===== src/rtl/bscan_virtex_sim_pkg.sv =====
// Shared TAP definitions for the simulation model of the Virtex boundary-scan block.
// Holds the 1149.1 state enumeration and the IR reset/capture constants.
package bscan_virtex_sim_pkg;

  typedef enum logic [3:0] {
    TEST_LOGIC_RESET,
    RUN_TEST_IDLE,
    SELECT_DR_SCAN,
    CAPTURE_DR,
    SHIFT_DR,
    EXIT1_DR,
    PAUSE_DR,
    EXIT2_DR,
    UPDATE_DR,
    SELECT_IR_SCAN,
    CAPTURE_IR,
    SHIFT_IR,
    EXIT1_IR,
    PAUSE_IR,
    EXIT2_IR,
    UPDATE_IR
  } tap_state_t;

  // Constants are stored at the widest supported IR and sliced down by the user.
  localparam int                      IR_MAX_WIDTH   = 32;
  localparam logic [IR_MAX_WIDTH-1:0] IR_BYPASS_ALL  = '1;
  localparam logic [IR_MAX_WIDTH-1:0] IR_CAPTURE_ALL = 32'h0000_0001;

  // States in which a selected user chain receives DRCK pulses.
  function automatic logic drck_window(input tap_state_t s);
    return (s == CAPTURE_DR) || (s == SHIFT_DR);
  endfunction

endpackage


===== src/rtl/bscan_tap_fsm.sv =====
// IEEE 1149.1 TAP controller: 16-state FSM advanced on rising TCK by TMS.
// SHIFT/UPDATE/RESET flags are registered alongside the state so they never glitch.
module bscan_tap_fsm
  import bscan_virtex_sim_pkg::*;
(
  input  logic       tck,
  input  logic       trst,
  input  logic       tms,
  output tap_state_t state,
  output logic       shift_dr,
  output logic       update_dr,
  output logic       test_logic_reset
);

  tap_state_t state_next;

  // NOTE: sequential state is written with non-blocking assignments so every flop
  // samples the pre-edge values; blocking here would create ordering races.
  always_ff @(posedge tck or posedge trst) begin
    if (trst) begin
      state            <= TEST_LOGIC_RESET;
      shift_dr         <= 1'b0;
      update_dr        <= 1'b0;
      test_logic_reset <= 1'b1;
    end else begin
      state            <= state_next;
      shift_dr         <= (state_next == SHIFT_DR);
      update_dr        <= (state_next == UPDATE_DR);
      test_logic_reset <= (state_next == TEST_LOGIC_RESET);
    end
  end

  // NOTE: state_next gets a default before the case so no path leaves it unassigned,
  // which would otherwise infer a latch.
  always_comb begin
    state_next = state;
    case (state)
      TEST_LOGIC_RESET: state_next = tms ? TEST_LOGIC_RESET : RUN_TEST_IDLE;
      RUN_TEST_IDLE:    state_next = tms ? SELECT_DR_SCAN   : RUN_TEST_IDLE;
      SELECT_DR_SCAN:   state_next = tms ? SELECT_IR_SCAN   : CAPTURE_DR;
      CAPTURE_DR:       state_next = tms ? EXIT1_DR         : SHIFT_DR;
      SHIFT_DR:         state_next = tms ? EXIT1_DR         : SHIFT_DR;
      EXIT1_DR:         state_next = tms ? UPDATE_DR        : PAUSE_DR;
      PAUSE_DR:         state_next = tms ? EXIT2_DR         : PAUSE_DR;
      EXIT2_DR:         state_next = tms ? UPDATE_DR        : SHIFT_DR;
      UPDATE_DR:        state_next = tms ? SELECT_DR_SCAN   : RUN_TEST_IDLE;
      SELECT_IR_SCAN:   state_next = tms ? TEST_LOGIC_RESET : CAPTURE_IR;
      CAPTURE_IR:       state_next = tms ? EXIT1_IR         : SHIFT_IR;
      SHIFT_IR:         state_next = tms ? EXIT1_IR         : SHIFT_IR;
      EXIT1_IR:         state_next = tms ? UPDATE_IR        : PAUSE_IR;
      PAUSE_IR:         state_next = tms ? EXIT2_IR         : PAUSE_IR;
      EXIT2_IR:         state_next = tms ? UPDATE_IR        : SHIFT_IR;
      UPDATE_IR:        state_next = tms ? SELECT_DR_SCAN   : RUN_TEST_IDLE;
      default:          state_next = TEST_LOGIC_RESET;
    endcase
  end

endmodule


===== src/rtl/bscan_virtex_sim.sv =====
// Behavioural stand-in for the Virtex BSCAN primitive: TAP, IR, bypass, TDO mux
// and DRCK gating for the two user chains.
module bscan_virtex_sim
  import bscan_virtex_sim_pkg::*;
#(
  parameter int                  IR_WIDTH   = 5,
  parameter logic [IR_WIDTH-1:0] USER1_CODE = 5'h02,
  parameter logic [IR_WIDTH-1:0] USER2_CODE = 5'h03
) (
  input  logic TCK,
  input  logic TRST,
  input  logic TMS,
  input  logic TDI,
  input  logic TDO1,
  input  logic TDO2,
  output logic TDO,
  output logic BTDI,
  output logic SEL1,
  output logic SEL2,
  output logic DRCK1,
  output logic DRCK2,
  output logic SHIFT,
  output logic UPDATE,
  output logic RESET
);

  localparam logic [IR_WIDTH-1:0] IR_BYPASS  = IR_BYPASS_ALL[IR_WIDTH-1:0];
  localparam logic [IR_WIDTH-1:0] IR_CAPTURE = IR_CAPTURE_ALL[IR_WIDTH-1:0];

  tap_state_t          state;
  logic [IR_WIDTH-1:0] ir_shift;
  logic [IR_WIDTH-1:0] ir;
  logic                bypass;
  logic                tdo_next;

  bscan_tap_fsm u_fsm (
    .tck              (TCK),
    .trst             (TRST),
    .tms              (TMS),
    .state            (state),
    .shift_dr         (SHIFT),
    .update_dr        (UPDATE),
    .test_logic_reset (RESET)
  );

  // IR and bypass shift registers move on rising TCK; TDI enters at the MSB.
  always_ff @(posedge TCK or posedge TRST) begin
    if (TRST) begin
      ir_shift <= IR_CAPTURE;
      bypass   <= 1'b0;
    end else begin
      if (state == CAPTURE_IR) begin
        ir_shift <= IR_CAPTURE;
      end else if (state == SHIFT_IR) begin
        ir_shift <= {TDI, ir_shift[IR_WIDTH-1:1]};
      end
      if (state == CAPTURE_DR) begin
        bypass <= 1'b0;
      end else if (state == SHIFT_DR) begin
        bypass <= TDI;
      end
    end
  end

  // The instruction takes effect on the falling edge so it is stable for the next rise.
  always_ff @(negedge TCK or posedge TRST) begin
    if (TRST) begin
      ir <= IR_BYPASS;
    end else if (state == TEST_LOGIC_RESET) begin
      ir <= IR_BYPASS;
    end else if (state == UPDATE_IR) begin
      ir <= ir_shift;
    end
  end

  assign SEL1 = (ir == USER1_CODE);
  assign SEL2 = (ir == USER2_CODE);
  assign BTDI = TDI;

  always_comb begin
    tdo_next = 1'b0;
    if (state == SHIFT_IR) begin
      tdo_next = ir_shift[0];
    end else if (state == SHIFT_DR) begin
      if (SEL1) begin
        tdo_next = TDO1;
      end else if (SEL2) begin
        tdo_next = TDO2;
      end else begin
        tdo_next = bypass;
      end
    end
  end

  always_ff @(negedge TCK or posedge TRST) begin
    if (TRST) begin
      TDO <= 1'b0;
    end else begin
      TDO <= tdo_next;
    end
  end

  // Gating only opens while TCK is high at a state change, so the pulse is never cut short.
  assign DRCK1 = (SEL1 && drck_window(state)) ? TCK : 1'b1;
  assign DRCK2 = (SEL2 && drck_window(state)) ? TCK : 1'b1;

endmodule


===== config.mk =====
export PLATFORM = sky130hd
export DESIGN_NAME = bscan_virtex_sim
export DESIGN_NICKNAME = d
export VERILOG_FILES = /design/src/rtl/bscan_virtex_sim_pkg.sv /design/src/rtl/bscan_tap_fsm.sv /design/src/rtl/bscan_virtex_sim.sv
export SDC_FILE = /design/constraint.sdc
export NUM_CORES = 1
export LEC_CHECK = 0
export CORE_MARGIN = 2
export CORE_UTILIZATION = 53
export CTS_CLUSTER_SIZE = 28
export DETAILED_ROUTE_END_ITERATION = 10
export PLACE_DENSITY = 0.84
export SLEW_MARGIN = 20
export SYNTH_ARGS = -nofsm -noshare
export SYNTH_HDL_FRONTEND = slang
export SYNTH_HIERARCHICAL = 1
export SYNTH_SLANG_ARGS = --single-unit

===== constraint.sdc =====
create_clock -name TCK -period 1.9 [get_ports TCK]
set_input_delay 0.285 -clock TCK [delete_from_list [all_inputs] [get_ports TCK]]
set_output_delay 0.285 -clock TCK [all_outputs]
set_load 0.02 [all_outputs]

==> flow_summary.ini, run 1 <==
[critical_path]
rrSetupSlack_ns = -0.16
end_kind = primary output
r2r_end = ir[3]
worstPathArrival_ns = 2.74
crit_path_start_kind = flip-flop
r2r-start = u_fsm/state[0]
cp-startpoint = ir[1]
worst_ep_required_time_ns = 1.62
endpoint = DRCK1
slowest_stage = dfstp_2
worst_path_largest_cell_delay_ns = 0.54
rr_worst_depth = 4
path_class = flip-flop to primary output
critPathMaxFanout = 2
cp_cell_sequence = nor4b_4 > buf_4 > nor2b_4 > nand2_4 > buf_6

[power_and_ir_drop]
seqPwrFrac_pct = 31.1
swShare_pct = 41.75
p_leak_nw = 0.7497
pwr-share-comb_pct = 45.0
p_switching_mw = 0.9150
cellPowerDensity_nw_per_um2 = 1420
p_clk_share_pct = 23.9
finalPower_mw = 2.191
p_int_mw = 1.276
ir_drop_mv = 1.033

[place]
gp_congestion = 0.8235
port_buffers = 14
hpwl_um = 1740
placed_cell_area_um2 = 1359

[grt]
grt_use_total_pct = 29.25
overflow = 0
grt_max_degree = 24
grt_pass1_wl_um = 4933
antenna_found_initial = 0
grt_pass1_vias = 1096

[final_layout]
diodes = 0
multi_input_area_um2 = 563.0
fill_cells = 115
nets = 167
area_growth_pct = 44.38
final_area_um2 = 1543
layout_common_cells = buf_4, nand2_1, clkbuf_4
seq_area_um2 = 485.5
drive_above_1_share_pct = 41.25
final_common_cell = buf_4

[sta]
worstMarginPinSlew_ns = 0.3804
slew_headroom_pct = 74.57
setup_viol = 13
report.final.hold_viol_count = 0
whs_ns = 0.1147
drv_slew = 0
grt_setup_unrepaired = yes
setup_slack_ns = -1.123
skew_ns = 0.1147

[yosys]
synthCells = 114
synth_edf_count = 0
syn_nets = 120
synthArstFlopShare_pct = 100.0
yosysSeqAreaShare_pct = 45.32
syn_area_per_cell_um2 = 9.373
synth_cell_types = 42
ys.flop_type = dfrtp_1
ys_warn_count = 6
ys_ff_latch = 19
mappedNetlistArea_um2 = 1069

[detailed_routing]
drcViolationCount = 0
dr.first_iter.drc_count = 37
ant_nets = 0
vias_per_cell = 6.000
vias = 1122
wl_per_cell_um = 16.76
totalWireLength_um = 3134
drt_pre_antenna_iters = 4

[outcome]
status = finished with violations
violations = setup timing

[floorplan]
die_w_um = 48.90
fp.dieH_um = 48.90
rows = 16
core_area_um2 = 1922
pin_count = 15
start_util_pct = 55.60
die_area_um2 = 2391

[min_path]
hold_class = input port to async pin

[cts]
clkLatencyLatePin_ns = 0.52
clk_pin_slew_ns = 0.11
cts_tree = done

[run]
cap_violations = 0
logic make-up (layout without fill, tap and decap cells):
kind of cell              Yosys count  count (layout)  share of synthesized area [%]
muxes                               2               2                          1.991
and+or+nand+nor                    42              42                          21.78
buffers and inverters              16              62                          8.546
xor gates and xnor gates            2               2                          1.640
DFF                                19              19                          45.32
AOI/OAI and AO/OA                  33              33                          20.73
power by group through the flow:
stage / sequential [mW] / clock (mW) / combinational [mW]
after floorplan: 0.711 / 0.0403 / 0.561
after global placement: 0.665 / 0.0403 / 0.841
after detailed placement: 0.674 / 0.0403 / 0.874
after CTS: 0.677 / 0.517 / 0.929
after global routing: 0.699 / 0.570 / 1.07
final: 0.682 / 0.524 / 0.986
through the flow:
stage	instances	util [%]	worst slack, ns	setup TNS [ns]
CTS	184	78.97	-1.060	-4.957
detailed placement	164	70.70	-0.9345	-5.333
floorplan	114	-	-0.4694	-2.139
global route	187	80.27	-1.166	-5.749
finish	187	80.27	-1.123	-5.171
global placement	164	70.70	-0.9001	-4.902
synth_stat cells (2+ instances only):
cell,instances,area [um^2]
buf_4,3,22.52
nor4_1,2,12.51
nand3_1,3,15.01
nor2_1,7,26.28
a22oi_1,5,37.54
dfrtp_1,11,275.3
inv_1,6,22.52
nor3b_1,2,15.01
a21oi_1,8,40.04
dfstp_2,7,183.9
o21ai_0,9,45.04
o32ai_1,2,17.52
a211oi_1,2,15.01
nand3b_1,4,30.03
nand2_1,15,56.30
buf_6,2,22.52
worst min path at each step:
stage | from | slack, ns | cells after the start | end
floorplan | TRST | 0.09 | 1 | u_fsm/shift_dr
global placement | ir_shift[0] | 0.49 | 2 | ir_shift[0]
detailed placement | ir_shift[3] | 0.51 | 2 | ir_shift[3]
CTS | TRST | 0.11 | 2 | u_fsm/shift_dr
global route | TRST | 0.15 | 2 | u_fsm/update_dr
finish | TRST | 0.11 | 2 | u_fsm/shift_dr
registers in the layout (all words and copies together) (netlist names):
| register | flops |
|---|---|
| TDO | 1 |
| bypass | 1 |
| ir | 5 |
| ir_shift | 5 |
| u_fsm/shift_dr | 1 |
| u_fsm/state | 4 |
| u_fsm/test_logic_reset | 1 |
| u_fsm/update_dr | 1 |
area by class of cell:
| cell class | count | area share, % |
|---|---|---|
| clock inverter | 6 | 1.460 |
| timing repair buffer | 35 | 19.22 |
| multi-input combinational | 79 | 36.50 |
| clock buffer | 14 | 7.299 |
| inverter | 7 | 1.865 |
| sequential | 19 | 31.47 |
| tap | 27 | 2.190 |
worst max-delay path: cells and delay by family, from the launching register on:
family | cells | cell delay [ns]
flops | 1 | 0.54
buf+inv | 2 | 0.28
simple gates | 3 | 0.47
routing by layer:
| metal | share of wire (%) | global-route usage [%] | vias to the layer above |
|---|---|---|---|
| met4 | 4.3 | 27.14 | 0 |
| met5 | 0 | 0 | - |
| met2 | 51 | 44.98 | 74 |
| li1 | - | - | 502 |
| met3 | 6.3 | 8.589 | 24 |
| met1 | 39 | 32.32 | 522 |
what timing repair did:
| item | CTS | global route |
|---|---|---|
| hold buffers | 0 | 0 |
| setup buffers | 3 | 3 |
| gates resized for setup | 34 | 1 |
| endpoints found under the setup margin | 13 | 13 |
| pin swaps | 1 | 0 |
Power figures use the tool's default switching activity.
==> run 2: changes to the inputs <==
--- a/config.mk
+++ b/config.mk
@@ -6,10 +6,11 @@
 export NUM_CORES = 1
 export LEC_CHECK = 0
 export CORE_MARGIN = 2
-export CORE_UTILIZATION = 53
+export CORE_UTILIZATION = 60
 export CTS_CLUSTER_SIZE = 28
 export DETAILED_ROUTE_END_ITERATION = 10
-export PLACE_DENSITY = 0.84
+export DONT_BUFFER_PORTS = 1
+export PLACE_DENSITY = 0.82
 export SLEW_MARGIN = 20
 export SYNTH_ARGS = -nofsm -noshare
 export SYNTH_HDL_FRONTEND = slang
==> flow_summary.ini, run 2 (synthesis gave the netlist of run 1 again) <==
[critical_path]
rrSetupSlack_ns = -0.11
worstPathArrival_ns = 2.58
rr_worst_depth = 3
crit_path_start_kind = flip-flop
crit_buf_inv = 1
end_kind = primary output
worst_path_largest_cell_delay_ns = 0.52
path_class = flip-flop to primary output
slowest_stage = dfstp_2
critPathMaxFanout = 3
worst_ep_required_time_ns = 1.62
cp_cell_sequence = nor4b_4 > nor2b_4 > buf_12
endpoint = SEL1
r2r-start = u_fsm/state[1]
cp-startpoint = ir[1]
path_depth = 3
r2r_end = ir[3]
critPathTopFamily = flip-flops

[place]
hpwl_um = 1742
place_inst = 149
port_buffers = 0
gp_congestion = 0.7919

[final_layout]
fill_cells = 92
layout_common_cells = buf_4, nand2_1, clkbuf_4
stdcell_count = 170
nets = 152
area_growth_pct = 30.45
drive_above_1_share_pct = 38.62
diodes = 0
final_common_cell = buf_4
biggestRegsByFlops = ir (5), ir_shift (5), u_fsm/state (4)
seq_area_um2 = 488.0
multi_input_area_um2 = 548.0

[cts]
clk_pin_slew_ns = 0.10
clkLatencyLatePin_ns = 0.49
cts_tree = done

[sta]
whs_ns = 0.05450
setup_slack_ns = -0.9602
worstMarginPinSlew_ns = 0.3741
slew_headroom_pct = 75.03
drv_slew = 0
skew_ns = 0.09101
setup_viol = 13
report.final.hold_viol_count = 0
grt_setup_unrepaired = yes

[detailed_routing]
met1_length_um = 1240
drcViolationCount = 0
vias = 1037
drt_pre_antenna_iters = 5
wl_met2_um = 1399
top_layer_used = met4
totalWireLength_um = 2941
ant_nets = 0
wl_per_cell_um = 17.30
met3_length_um = 213
vias_per_cell = 6.100
dr.first_iter.drc_count = 53

[outcome]
status = finished with violations
violations = setup timing

[power_and_ir_drop]
p_leak_nw = 0.6757
finalPower_mw = 2.112
cellPowerDensity_nw_per_um2 = 1515
ir_drop_mv = 1.195

[grt]
antenna_found_initial = 0
grt_pass1_wl_um = 5250
overflow = 0
grt_use_total_pct = 36.80
grt_max_degree = 15
grt_pass1_vias = 1096

[min_path]
hold_class = input port to flip-flop
whs_path_depth = 2

[floorplan]
die_w_um = 46.20
core_area_um2 = 1708
pin_count = 15
fp.dieH_um = 46.20
rows = 15
start_util_pct = 62.56
die_area_um2 = 2134

[run]
cap_violations = 0
## run 2: stage by stage
step	setup TNS [ns]	setup slack, ns	util (%)	instance area [um^2]
global placement	-2.076	-0.4512	72.38	1236
global route	-5.254	-1.064	81.61	1394
detailed placement	-2.467	-0.4792	72.38	1236
floorplan	-2.139	-0.4694	-	1117
finish	-4.483	-0.9602	81.61	1394
CTS	-4.478	-0.9707	80.51	1375
## run 2: worst reg2reg max path: stages (launching register included)
cell	delay, ns
dfrtp_2	0.47
nor3_4	0.35
nor2_1	0.09
o21ai_1	0.16
## run 2: cell type report
cell class | instances | area share (%)
multi-input cells | 79 | 39.32
flip-flops and latches | 19 | 35.01
repair buffers | 22 | 13.29
clock buffers | 12 | 6.463
well taps | 25 | 2.244
inverters | 7 | 2.065
clock inverters | 6 | 1.616
## run 2: repair_timing
item                       CTS  global route
hold buffers                 2             1
setup endpoints to repair   13            13
gates resized for setup      3             1
cloned                       0             0
hold endpoints to repair    10             1
buffers inserted             0             1
pin swaps                    1             1
## run 2: power breakdown
part | internal, mW | switching, mW | leakage (nW)
logic | 0.385 | 0.505 | 0.331
clock network | 0.267 | 0.234 | 0.117
registers | 0.560 | 0.161 | 0.227
total | 1.21 | 0.900 | 0.676
## run 2: how the worst min path moves through the flow
stage,start,end
after floorplan,TRST,u_fsm/shift_dr
after global placement,TRST,u_fsm/shift_dr
after detailed placement,TRST,u_fsm/shift_dr
after CTS,TDI,bypass
after global routing,TMS,u_fsm/shift_dr
final,TMS,u_fsm/shift_dr
## run 2: routing by layer
metal  up-vias  GRT usage, %
met3        14         29.80
li1        467             -
met5         -             0
met4         0         30.86
met1       494         40.39
met2        62         44.17
